--- config.mk ---
export PLATFORM = sky130hd
export DESIGN_NAME = uart_rx_fsm
export DESIGN_NICKNAME = d
export VERILOG_FILES = /design/src/rtl/uart_rx_fsm.sv
export SDC_FILE = /design/constraint.sdc
export NUM_CORES = 1
export LEC_CHECK = 0
export BUFFER_PORTS_ARGS = -buffer_cell sky130_fd_sc_hd__buf_2
export CORE_MARGIN = 1.5
export CORE_UTILIZATION = 48
export CTS_BUF_LIST = sky130_fd_sc_hd__clkbuf_8
export DETAILED_ROUTE_END_ITERATION = 16
export PLACE_DENSITY = 0.75
export SLEW_MARGIN = 10
export SYNTH_ARGS = -nofsm -noshare
export SYNTH_HDL_FRONTEND = slang
export SYNTH_SLANG_ARGS = --single-unit
--- constraint.sdc ---
create_clock -name clk -period 4.2 [get_ports clk]
set_input_delay 0.63 -clock clk [delete_from_list [all_inputs] [get_ports clk]]
set_output_delay 0.63 -clock clk [all_outputs]
set_load 0.005 [all_outputs]
--- src/rtl/uart_rx_fsm.sv ---
// ============================================================================
// uart_rx_fsm -- UART receiver for 8N1 frames (8E1 with UART_RX_PARITY_EN)
// ============================================================================
// Purpose
//   Recovers serial frames (start bit, 8 data bits LSB first, optional even
//   parity bit, stop bit) from an asynchronous serial line. The line is
//   synchronised first. Each bit is then sampled once at its midpoint, timed
//   by a clock-cycle bit counter. A good frame updates dataout and pulses
//   done. A low stop bit pulses frame_err instead.
//
// Configuration macro
//   UART_RX_PARITY_EN  - when defined, adds a PARITY state between DATA and
//                        STOP (8E1 framing) and the parity_err output port.
//                        When undefined, the receiver is plain 8N1.
//
// Parameters
//   CLKS_PER_BIT - clk cycles per bit period (even, >= 4)
//   SYNC_STAGES  - number of flops in the rx synchroniser (2..3)
//
// Ports
//   clk        in   1  system clock, rising edge
//   rst_n      in   1  asynchronous active-low reset
//   rx         in   1  serial line, idle high, asynchronous to clk
//   dataout    out  8  last correctly framed byte, held until the next one
//   done       out  1  one-cycle pulse: dataout updated this cycle
//   frame_err  out  1  one-cycle pulse: stop bit sampled low
//   busy       out  1  receiver is in any state other than IDLE
//   parity_err out  1  (UART_RX_PARITY_EN only) one-cycle pulse alongside
//                      the stop-bit decision when the even parity is wrong
// ============================================================================
module uart_rx_fsm #(
    parameter int CLKS_PER_BIT = 16,
    parameter int SYNC_STAGES  = 2
) (
    input  logic       clk,
    input  logic       rst_n,
    input  logic       rx,
    output logic [7:0] dataout,
    output logic       done,
    output logic       frame_err,
`ifdef UART_RX_PARITY_EN
    output logic       parity_err,
`endif
    output logic       busy
);

    // ------------------------------------------------------------------------
    // Constants
    // ------------------------------------------------------------------------
    localparam int CW = $clog2(CLKS_PER_BIT);
    localparam int H  = CLKS_PER_BIT / 2;

    // Midpoint of the start bit: counting from the edge that first saw the
    // line low, H cycles later the start bit is half a bit in.
    localparam logic [CW-1:0] CNT_HALF = CW'(H - 1);
    // Full bit period: from one midpoint to the next.
    localparam logic [CW-1:0] CNT_FULL = CW'(CLKS_PER_BIT - 1);

    typedef enum logic [2:0] {
        S_IDLE    = 3'd0,
        S_START   = 3'd1,
        S_DATA    = 3'd2,
        S_PARITY  = 3'd3,
        S_STOP    = 3'd4,
        S_WAIT_HI = 3'd5
    } state_t;

    // ------------------------------------------------------------------------
    // Input synchroniser. Flops reset to 1 so the line reads idle out of reset.
    // ------------------------------------------------------------------------
    logic [SYNC_STAGES-1:0] r_sync;
    logic                   w_rx_s;

    generate
        if (SYNC_STAGES == 1) begin : g_sync_one
            always_ff @(posedge clk or negedge rst_n) begin
                if (!rst_n) begin
                    r_sync <= '1;
                end else begin
                    r_sync <= rx;
                end
            end
        end else begin : g_sync_chain
            always_ff @(posedge clk or negedge rst_n) begin
                if (!rst_n) begin
                    r_sync <= '1;
                end else begin
                    r_sync <= {r_sync[SYNC_STAGES-2:0], rx};
                end
            end
        end
    endgenerate

    assign w_rx_s = r_sync[SYNC_STAGES-1];

    // ------------------------------------------------------------------------
    // State and datapath registers
    // ------------------------------------------------------------------------
    state_t          r_state;
    state_t          w_state_next;
    logic [CW-1:0]   r_cnt;
    logic [2:0]      r_bit_idx;
    logic [7:0]      r_shift;
    logic [7:0]      r_dataout;
    logic            r_done;
    logic            r_frame_err;
    logic            r_par_bad;
    logic            r_parity_err;

    // Decode strobes produced by the output process
    logic            w_at_half;
    logic            w_at_full;
    logic            w_cnt_clr;
    logic            w_sample_data;
    logic            w_sample_par;
    logic            w_enter_data;
    logic            w_stop_good;
    logic            w_stop_bad;

    assign w_at_half = (r_cnt == CNT_HALF);
    assign w_at_full = (r_cnt == CNT_FULL);

    // ------------------------------------------------------------------------
    // Process 1: state register
    // ------------------------------------------------------------------------
    always_ff @(posedge clk or negedge rst_n) begin
        if (!rst_n) begin
            r_state <= S_IDLE;
        end else begin
            r_state <= w_state_next;
        end
    end

    // ------------------------------------------------------------------------
    // Process 2: next-state logic
    // ------------------------------------------------------------------------
    always_comb begin
        w_state_next = r_state;
        case (r_state)
            S_IDLE: begin
                if (!w_rx_s) begin
                    w_state_next = S_START;
                end
            end
            S_START: begin
                // A line that is high again at the start-bit midpoint was
                // only a glitch; drop back without reporting anything.
                if (w_at_half) begin
                    w_state_next = w_rx_s ? S_IDLE : S_DATA;
                end
            end
            S_DATA: begin
                if (w_at_full && (r_bit_idx == 3'd7)) begin
`ifdef UART_RX_PARITY_EN
                    w_state_next = S_PARITY;
`else
                    w_state_next = S_STOP;
`endif
                end
            end
            S_PARITY: begin
                if (w_at_full) begin
                    w_state_next = S_STOP;
                end
            end
            S_STOP: begin
                if (w_at_full) begin
                    w_state_next = w_rx_s ? S_IDLE : S_WAIT_HI;
                end
            end
            S_WAIT_HI: begin
                // Hold off re-arming until the line has gone back to idle,
                // otherwise a break would look like an endless run of starts.
                if (w_rx_s) begin
                    w_state_next = S_IDLE;
                end
            end
            default: begin
                w_state_next = S_IDLE;
            end
        endcase
    end

    // ------------------------------------------------------------------------
    // Process 3: output / control decode
    // ------------------------------------------------------------------------
    always_comb begin
        w_sample_data = 1'b0;
        w_sample_par  = 1'b0;
        w_enter_data  = 1'b0;
        w_stop_good   = 1'b0;
        w_stop_bad    = 1'b0;
        w_cnt_clr     = 1'b1;
        case (r_state)
            S_START: begin
                w_enter_data = w_at_half && !w_rx_s;
                w_cnt_clr    = w_at_half;
            end
            S_DATA: begin
                w_sample_data = w_at_full;
                w_cnt_clr     = w_at_full;
            end
            S_PARITY: begin
                w_sample_par = w_at_full;
                w_cnt_clr    = w_at_full;
            end
            S_STOP: begin
                w_stop_good = w_at_full && w_rx_s;
                w_stop_bad  = w_at_full && !w_rx_s;
                w_cnt_clr   = w_at_full;
            end
            default: begin
                w_cnt_clr = 1'b1;
            end
        endcase
    end

    // ------------------------------------------------------------------------
    // Bit-period counter. It is cleared on every sample point and whenever
    // the receiver is not timing a bit, so it never runs past CNT_FULL.
    // ------------------------------------------------------------------------
    always_ff @(posedge clk or negedge rst_n) begin
        if (!rst_n) begin
            r_cnt <= '0;
        end else if (w_cnt_clr) begin
            r_cnt <= '0;
        end else begin
            r_cnt <= r_cnt + 1'b1;
        end
    end

    // ------------------------------------------------------------------------
    // Bit index and shift register
    // ------------------------------------------------------------------------
    always_ff @(posedge clk or negedge rst_n) begin
        if (!rst_n) begin
            r_bit_idx <= 3'd0;
            r_shift   <= 8'h00;
        end else begin
            if (w_enter_data) begin
                r_bit_idx <= 3'd0;
            end else if (w_sample_data) begin
                r_shift[r_bit_idx] <= w_rx_s;
                r_bit_idx          <= r_bit_idx + 3'd1;
            end
        end
    end

    // ------------------------------------------------------------------------
    // Parity check. The mismatch is remembered here and reported alongside
    // the stop-bit decision so that every frame result appears in one cycle.
    // ------------------------------------------------------------------------
    always_ff @(posedge clk or negedge rst_n) begin
        if (!rst_n) begin
            r_par_bad <= 1'b0;
        end else if (w_enter_data) begin
            r_par_bad <= 1'b0;
        end else if (w_sample_par) begin
            r_par_bad <= (w_rx_s != (^r_shift));
        end
    end

    // ------------------------------------------------------------------------
    // Registered outputs
    // ------------------------------------------------------------------------
    always_ff @(posedge clk or negedge rst_n) begin
        if (!rst_n) begin
            r_dataout    <= 8'h00;
            r_done       <= 1'b0;
            r_frame_err  <= 1'b0;
            r_parity_err <= 1'b0;
        end else begin
            r_done       <= w_stop_good;
            r_frame_err  <= w_stop_bad;
            r_parity_err <= (w_stop_good || w_stop_bad) && r_par_bad;
            if (w_stop_good) begin
                r_dataout <= r_shift;
            end
        end
    end

    assign dataout   = r_dataout;
    assign done      = r_done;
    assign frame_err = r_frame_err;
    assign busy      = (r_state != S_IDLE);

`ifdef UART_RX_PARITY_EN
    assign parity_err = r_parity_err;
`else
    // Without the parity stage the checker never fires; keep it tied off.
    logic w_unused_parity;
    assign w_unused_parity = r_parity_err ^ r_par_bad;
`endif

endmodule

==> flow_summary.ini, run 1 <==
[status]
status = finished clean

[final_layout]
syn2layout_area_growth_pct = 7.562
finalNonFillerCells = 160
fin_nets = 134
layout-drive-gt1-share_pct = 33.33
num_antenna_cells = 0

[route]
wl_per_cell_microns = 15.88
drt-initial-drc-count = 31
routed_wl_mm = 2.540
dr.pass1.iters = 4
vias = 945
drc_errors = 0
viasPerCell = 5.906
ant_nets = 0

[setup_path]
crit_arrival_ns = 1.43
path_cells = or3_2 -> buf_2
required_ns = 3.57
critPathTopFamily = simple AND/OR/NAND/NOR gates
r2r_slack_ns = 2.14
cp.depth = 2
crit_type = reg -> out
reg2regPathDepth = 4
cp-start-kind = register
end_kind = output pin
cp_slowest_stage_delay_ns = 0.52
crit_end = busy
rr_endpoint = dataout[1]
crit_start = r_state[0]
path_buf_inv = 1
critical_path.slowest_cell = or3_2
crit_path_max_fanout = 10
timing.rr.start = r_cnt[0]

[floorplan]
boundaryPins = 14
coreArea_sq_um = 2829
row_count = 19
start_util_pct = 52.06
dieArea_sq_um = 3409
die_h_microns = 58.39
fp.dieW_microns = 58.39

[cts]
h-tree-depth = 2
cts_tree = built
cts_buffer_depth = 2
post_cts_resized = 0
cts_buffers = 5
clock-sinks = 30
clockRootBuffer = clkbuf_8
hold_buffers = 0
clk_pin_slew_ns = 0.06
clk_latency_ns = 0.29
post_cts_buffers = 0

[pwr]
ir_worst_vdd_v = 0.0002476
p_seq_share_pct = 49.3
power.density_nw_per_um2 = 488.2
power.internal_w = 0.0005265
power.leakage_nw = 0.7959
clkPwrFrac_pct = 31.1
swShare_pct = 31.91
power_w = 0.0007734
power_switching_w = 0.0002468
combPwrFrac_pct = 19.6

[sta]
fin_hold_ws_ns = 0.3599
final-hold-violation-count = 0
fin_crit_sh_pct = 48.96
fin_skew_ns = 0.003650
max_slew_margin_pct = 54.24
worst_pin_slew_ns = 0.6801
max_freq_mhz = 486.3
rsz0062_at_grt = false
drv_slew = 0
fin_crit_ns = 2.056
setup_tns_ns = 0
setup_viol = 0

[synth]
synth_cells = 119
syn_avg_cell_area_sq_um = 12.38
synth_edf_count = 0
mappedNetlistNets = 125
synthArstFlopShare_pct = 100.0
syn_area_sq_um = 1473
yosys_warnings = 0
synth_top_cell_by_area = dfrtp_1
ys_seq_area_share_pct = 51.15
synth.top_cells.by_count = dfrtp_1 (28), mux2_2 (8), mux2_4 (8)
synth_area_leaders = dfrtp_1 (48%), mux2_4 (8.2%), mux2_2 (6.1%), dfstp_2 (3.6%), clkbuf_8 (2.8%)
synth_top_area_share_pct = 47.58
synth_cell_types = 40
yosysMostFrequentCell = dfrtp_1
synth-seq-cells = 30
synthFlopType = dfrtp_1

[global_routing]
antenna_found_initial = 0
grt-ovfl-total = 0
grt_max_degree = 31
grt_pass1_vias = 951
grt_pass1_wl_mm = 4.395
grt_use_total_pct = 17.86

[flow_run]
max_cap_violations = 0

[placement]
post-dp-hpwl_mm = 1.830
place_congestion = 0.8066
placedCellCount = 152
io_buffers = 13

[min_path]
worstHoldPathType = in -> async
==> layout by cell type (no fill, tap or decap), drive strengths merged, types with 2 or more instances in the layout <==
master	count
dfrtp	28
nand3	4
nor3b	2
nor4	3
nor3	5
inv	5
nand2b	2
o21a	3
dfstp	2
or3	2
o21ai	5
clkbuf	6
buf	13
nand4b	3
nor2	2
mux2	16
nand4	2
a21oi	3
ha	3
nand2	3
==> registers in the layout, indices dropped and copies added, names as in the netlist <==
signal,count
r_cnt,4
done,1
r_state,3
dataout,8
r_sync,2
frame_err,1
r_shift,8
r_bit_idx,3
==> kinds of logic (layout without fill, tap and decap cells) <==
family                     Yosys count  count (layout)  synth area share [%]
buffers and inverters               16              26                 7.222
adders and majority gates            3               3                 2.549
xor gates and xnor gates             2               2                 1.190
AOI/OAI and AO/OA                   16              16                 6.882
DFF                                 30              30                 51.15
and+or+nand+nor                     35              35                 16.06
muxes                               17              17                 14.95
==> through the flow <==
step                utilization, %  instance area [sq um]  setup slack, ns
floorplan                        -                   1473            2.471
global placement             52.63                   1489            2.226
detailed placement           52.63                   1489            2.158
CTS                          55.99                   1584            2.134
global route                 55.99                   1584            2.034
finish                       55.99                   1584            2.144
==> layout make-up <==
type / count / area, sq um
clock buffer: 6 / 82.58
timing repair buffer: 13 / 65.06
multi-input combinational: 73 / 613.1
sequential: 30 / 753.2
tap: 31 / 38.79
fill: 230 / 1245
inverter: 5 / 18.77
clock inverter: 2 / 12.51
==> worst min path at each step <==
| stage | from | to | slack (ns) | cells past startpoint |
|---|---|---|---|---|
| 4_1_cts | r_sync[0] | r_sync[1] | 0.36 | 0 |
| 5_1_grt | r_sync[0] | r_sync[1] | 0.36 | 0 |
| 3_3_place_gp | r_sync[0] | r_sync[1] | 0.35 | 0 |
| 3_5_place_dp | r_sync[0] | r_sync[1] | 0.35 | 0 |
| 6_report | rst_n | r_bit_idx[0] | 0.36 | 1 |
| 2_1_floorplan | rst_n | dataout[0] | 0.33 | 0 |
==> power groups by stage <==
stage	registers [W]	logic [W]	clock network, W
after floorplan	0.000343	0.000188	0
after global placement	0.000382	0.000144	0
after detailed placement	0.000385	0.000153	0
after CTS	0.000380	0.000154	0.000250
after global routing	0.000388	0.000171	0.000265
final	0.000381	0.000152	0.000241
==> worst reg2reg max path, stage by stage, from the launching register on <==
cell	delay [ns]
dfrtp_1	0.37
ha_1	0.36
nand4b_4	0.20
or3_1	0.63
mux2_4	0.39
==> metal layers <==
| metal | track usage (%) | vias to the layer above | routed length (microns) |
|---|---|---|---|
| li1 | - | 447 | - |
| met1 | 21.52 | 466 | 1045 |
| met2 | 27.93 | 29 | 1269 |
| met3 | 6.154 | 3 | 198 |
| met4 | 9.967 | 0 | 26 |
| met5 | 0 | - | 0 |
No activity file was read; power rests on OpenSTA's default activity.
==> run 2, diff against run 1 <==
==> constraint.sdc (replaced) <==
create_clock -name clk -period 2.1 [get_ports clk]
set_input_delay 0.315 -clock clk [delete_from_list [all_inputs] [get_ports clk]]
set_output_delay 0.315 -clock clk [all_outputs]
set_load 0.005 [all_outputs]
==> run 2 against run 1 <==
Hold slack got worse by 0.31 ns; wire length up 4.8%; non-clock buffer count grew 4; via count up 1.2%; register-to-register slack got worse by 2.0 ns; final cell count rose by 2.5%; critical path depth increased by 2; sequential power increased by 90%; die area is the same; largest power group unchanged; core utilization increased by 0.93 points; clock-buffer cell count stayed put; sequential share of layout area down 0.78 points.
==> flow_summary.ini, run 2 (same netlist as run 1, synthesis figures left out) <==
[status]
status = finished clean

[cts]
cts_buffers = 5
cts_buffer_depth = 2
clk_pin_slew_ns = 0.06
h-tree-depth = 2
clk_latency_ns = 0.28
post_cts_buffers = 0
clock-sinks = 30
hold_buffers = 0
cts_tree = built
post_cts_resized = 0
clockRootBuffer = clkbuf_8

[pwr]
combPwrFrac_pct = 23.7
power.internal_w = 0.001073
power.leakage_nw = 0.8199
power.density_nw_per_um2 = 975.2
clkPwrFrac_pct = 30.1
p_seq_share_pct = 46.2
ir_worst_vdd_v = 0.0005958
power_switching_w = 0.0004969
swShare_pct = 31.64

[setup_path]
crit_arrival_ns = 2.14
r2r_slack_ns = 0.12
required_ns = 2.26
cp_slowest_stage_delay_ns = 0.61
path_cells = ha_1 -> nand4b_4 -> or3_1 -> mux2_4
rr_endpoint = dataout[3]
crit_type = reg -> reg
crit_start = r_cnt[0]
reg2regPathDepth = 4
crit_path_max_fanout = 9
cp-start-kind = register
crit_end = dataout[3]
critical_path.slowest_cell = or3_1
end_kind = register
timing.rr.start = r_cnt[0]

[global_routing]
grt-ovfl-total = 0
antenna_found_initial = 0
grt_pass1_wl_mm = 4.636
grt_pass1_vias = 965
grt_max_degree = 31
grt_use_total_pct = 18.93

[sta]
setup_tns_ns = 0
final-hold-violation-count = 0
drv_slew = 0
fin_crit_ns = 1.981
fin_crit_sh_pct = 94.33
setup_viol = 0
rsz0062_at_grt = false
worst_pin_slew_ns = 0.6845
max_freq_mhz = 504.8
max_slew_margin_pct = 53.94
fin_skew_ns = 0.007401

[placement]
post-dp-hpwl_mm = 1.826
io_buffers = 13
place_congestion = 0.7632

[route]
ant_nets = 0
drt-initial-drc-count = 11
dr.pass1.iters = 4
drc_errors = 0
viasPerCell = 5.829
routed_wl_mm = 2.661
vias = 956
wl_per_cell_microns = 16.23

[final_layout]
layout-drive-gt1-share_pct = 34.59
utilization_pct = 56.92
final_cell_mix = dfrtp_1 (28), buf_2 (13), mux2_2 (8), mux2_4 (8)
layout_commonest_cell = dfrtp_1
fin_nets = 138
num_antenna_cells = 0
syn2layout_area_growth_pct = 9.346

[floorplan]
dieArea_sq_um = 3409
row_count = 19
fp.dieW_microns = 58.39
coreArea_sq_um = 2829
start_util_pct = 52.06
die_h_microns = 58.39
boundaryPins = 14

[min_path]
worstHoldPathType = in -> async

[flow_run]
max_cap_violations = 0
==> run 2: cell count changes in the layout (fill, tap and decap cells not counted) <==
cell        change
buf_4           +4
clkinvlp_4      -1
inv_1           +1
==> run 2: area by class of cell <==
cell class	count	area [sq um]
clock inverter	2	8.758
inverter	5	18.77
multi-input combinational	73	613.1
clock buffer	6	82.58
fill	234	1219
timing repair buffer	17	95.09
tap	31	38.79
sequential	30	753.2
==> run 2: worst max-delay path: cells and delay by family (launching register included) <==
kind	cells	cell delay, ns
simple gates	2	0.74
mux	1	0.39
flops	1	0.37
fa+ha+maj	1	0.35
==> run 2: worst min-delay path by stage <==
stage | start | cells past startpoint | to | slack, ns
floorplan | rst_n | 0 | dataout[0] | 0.02
global placement | r_sync[0] | 0 | r_sync[1] | 0.35
detailed placement | r_sync[0] | 0 | r_sync[1] | 0.35
CTS | rst_n | 1 | r_state[2] | 0.07
global route | rst_n | 1 | r_state[2] | 0.1
finish | rst_n | 1 | r_state[2] | 0.05
==> run 2: layer usage <==
| metal | vias to the layer above | share of wire, % | track usage, % |
|---|---|---|---|
| met5 | - | 0 | 0 |
| met4 | 0 | 3.2 | 10.96 |
| met3 | 8 | 4.0 | 7.253 |
| met2 | 20 | 48 | 29.05 |
| met1 | 477 | 45 | 22.64 |
| li1 | 451 | - | - |
==> run 2: power groups by stage <==
stage          combinational (W)  clock [W]  sequential [W]
2_1_floorplan           0.000376          0        0.000686
3_3_place_gp            0.000353          0        0.000727
3_5_place_dp            0.000369          0        0.000734
4_1_cts                 0.000376   0.000486        0.000723
5_1_grt                 0.000418   0.000516        0.000737
6_report                0.000372   0.000473        0.000725
==> run 2: metrics by stage <==
step | hold WS, ns | instances | cell area, sq um | worst slack, ns | total power (W)
floorplan | 0.01941 | 119 | 1473 | 0.3706 | 0.001062
global placement | 0.3470 | 156 | 1519 | 0.2195 | 0.001081
detailed placement | 0.3491 | 156 | 1519 | 0.1476 | 0.001103
CTS | 0.06902 | 164 | 1610 | 0.1288 | 0.001585
global route | 0.09758 | 164 | 1610 | 0.01615 | 0.001671
finish | 0.04885 | 164 | 1610 | 0.1192 | 0.001570
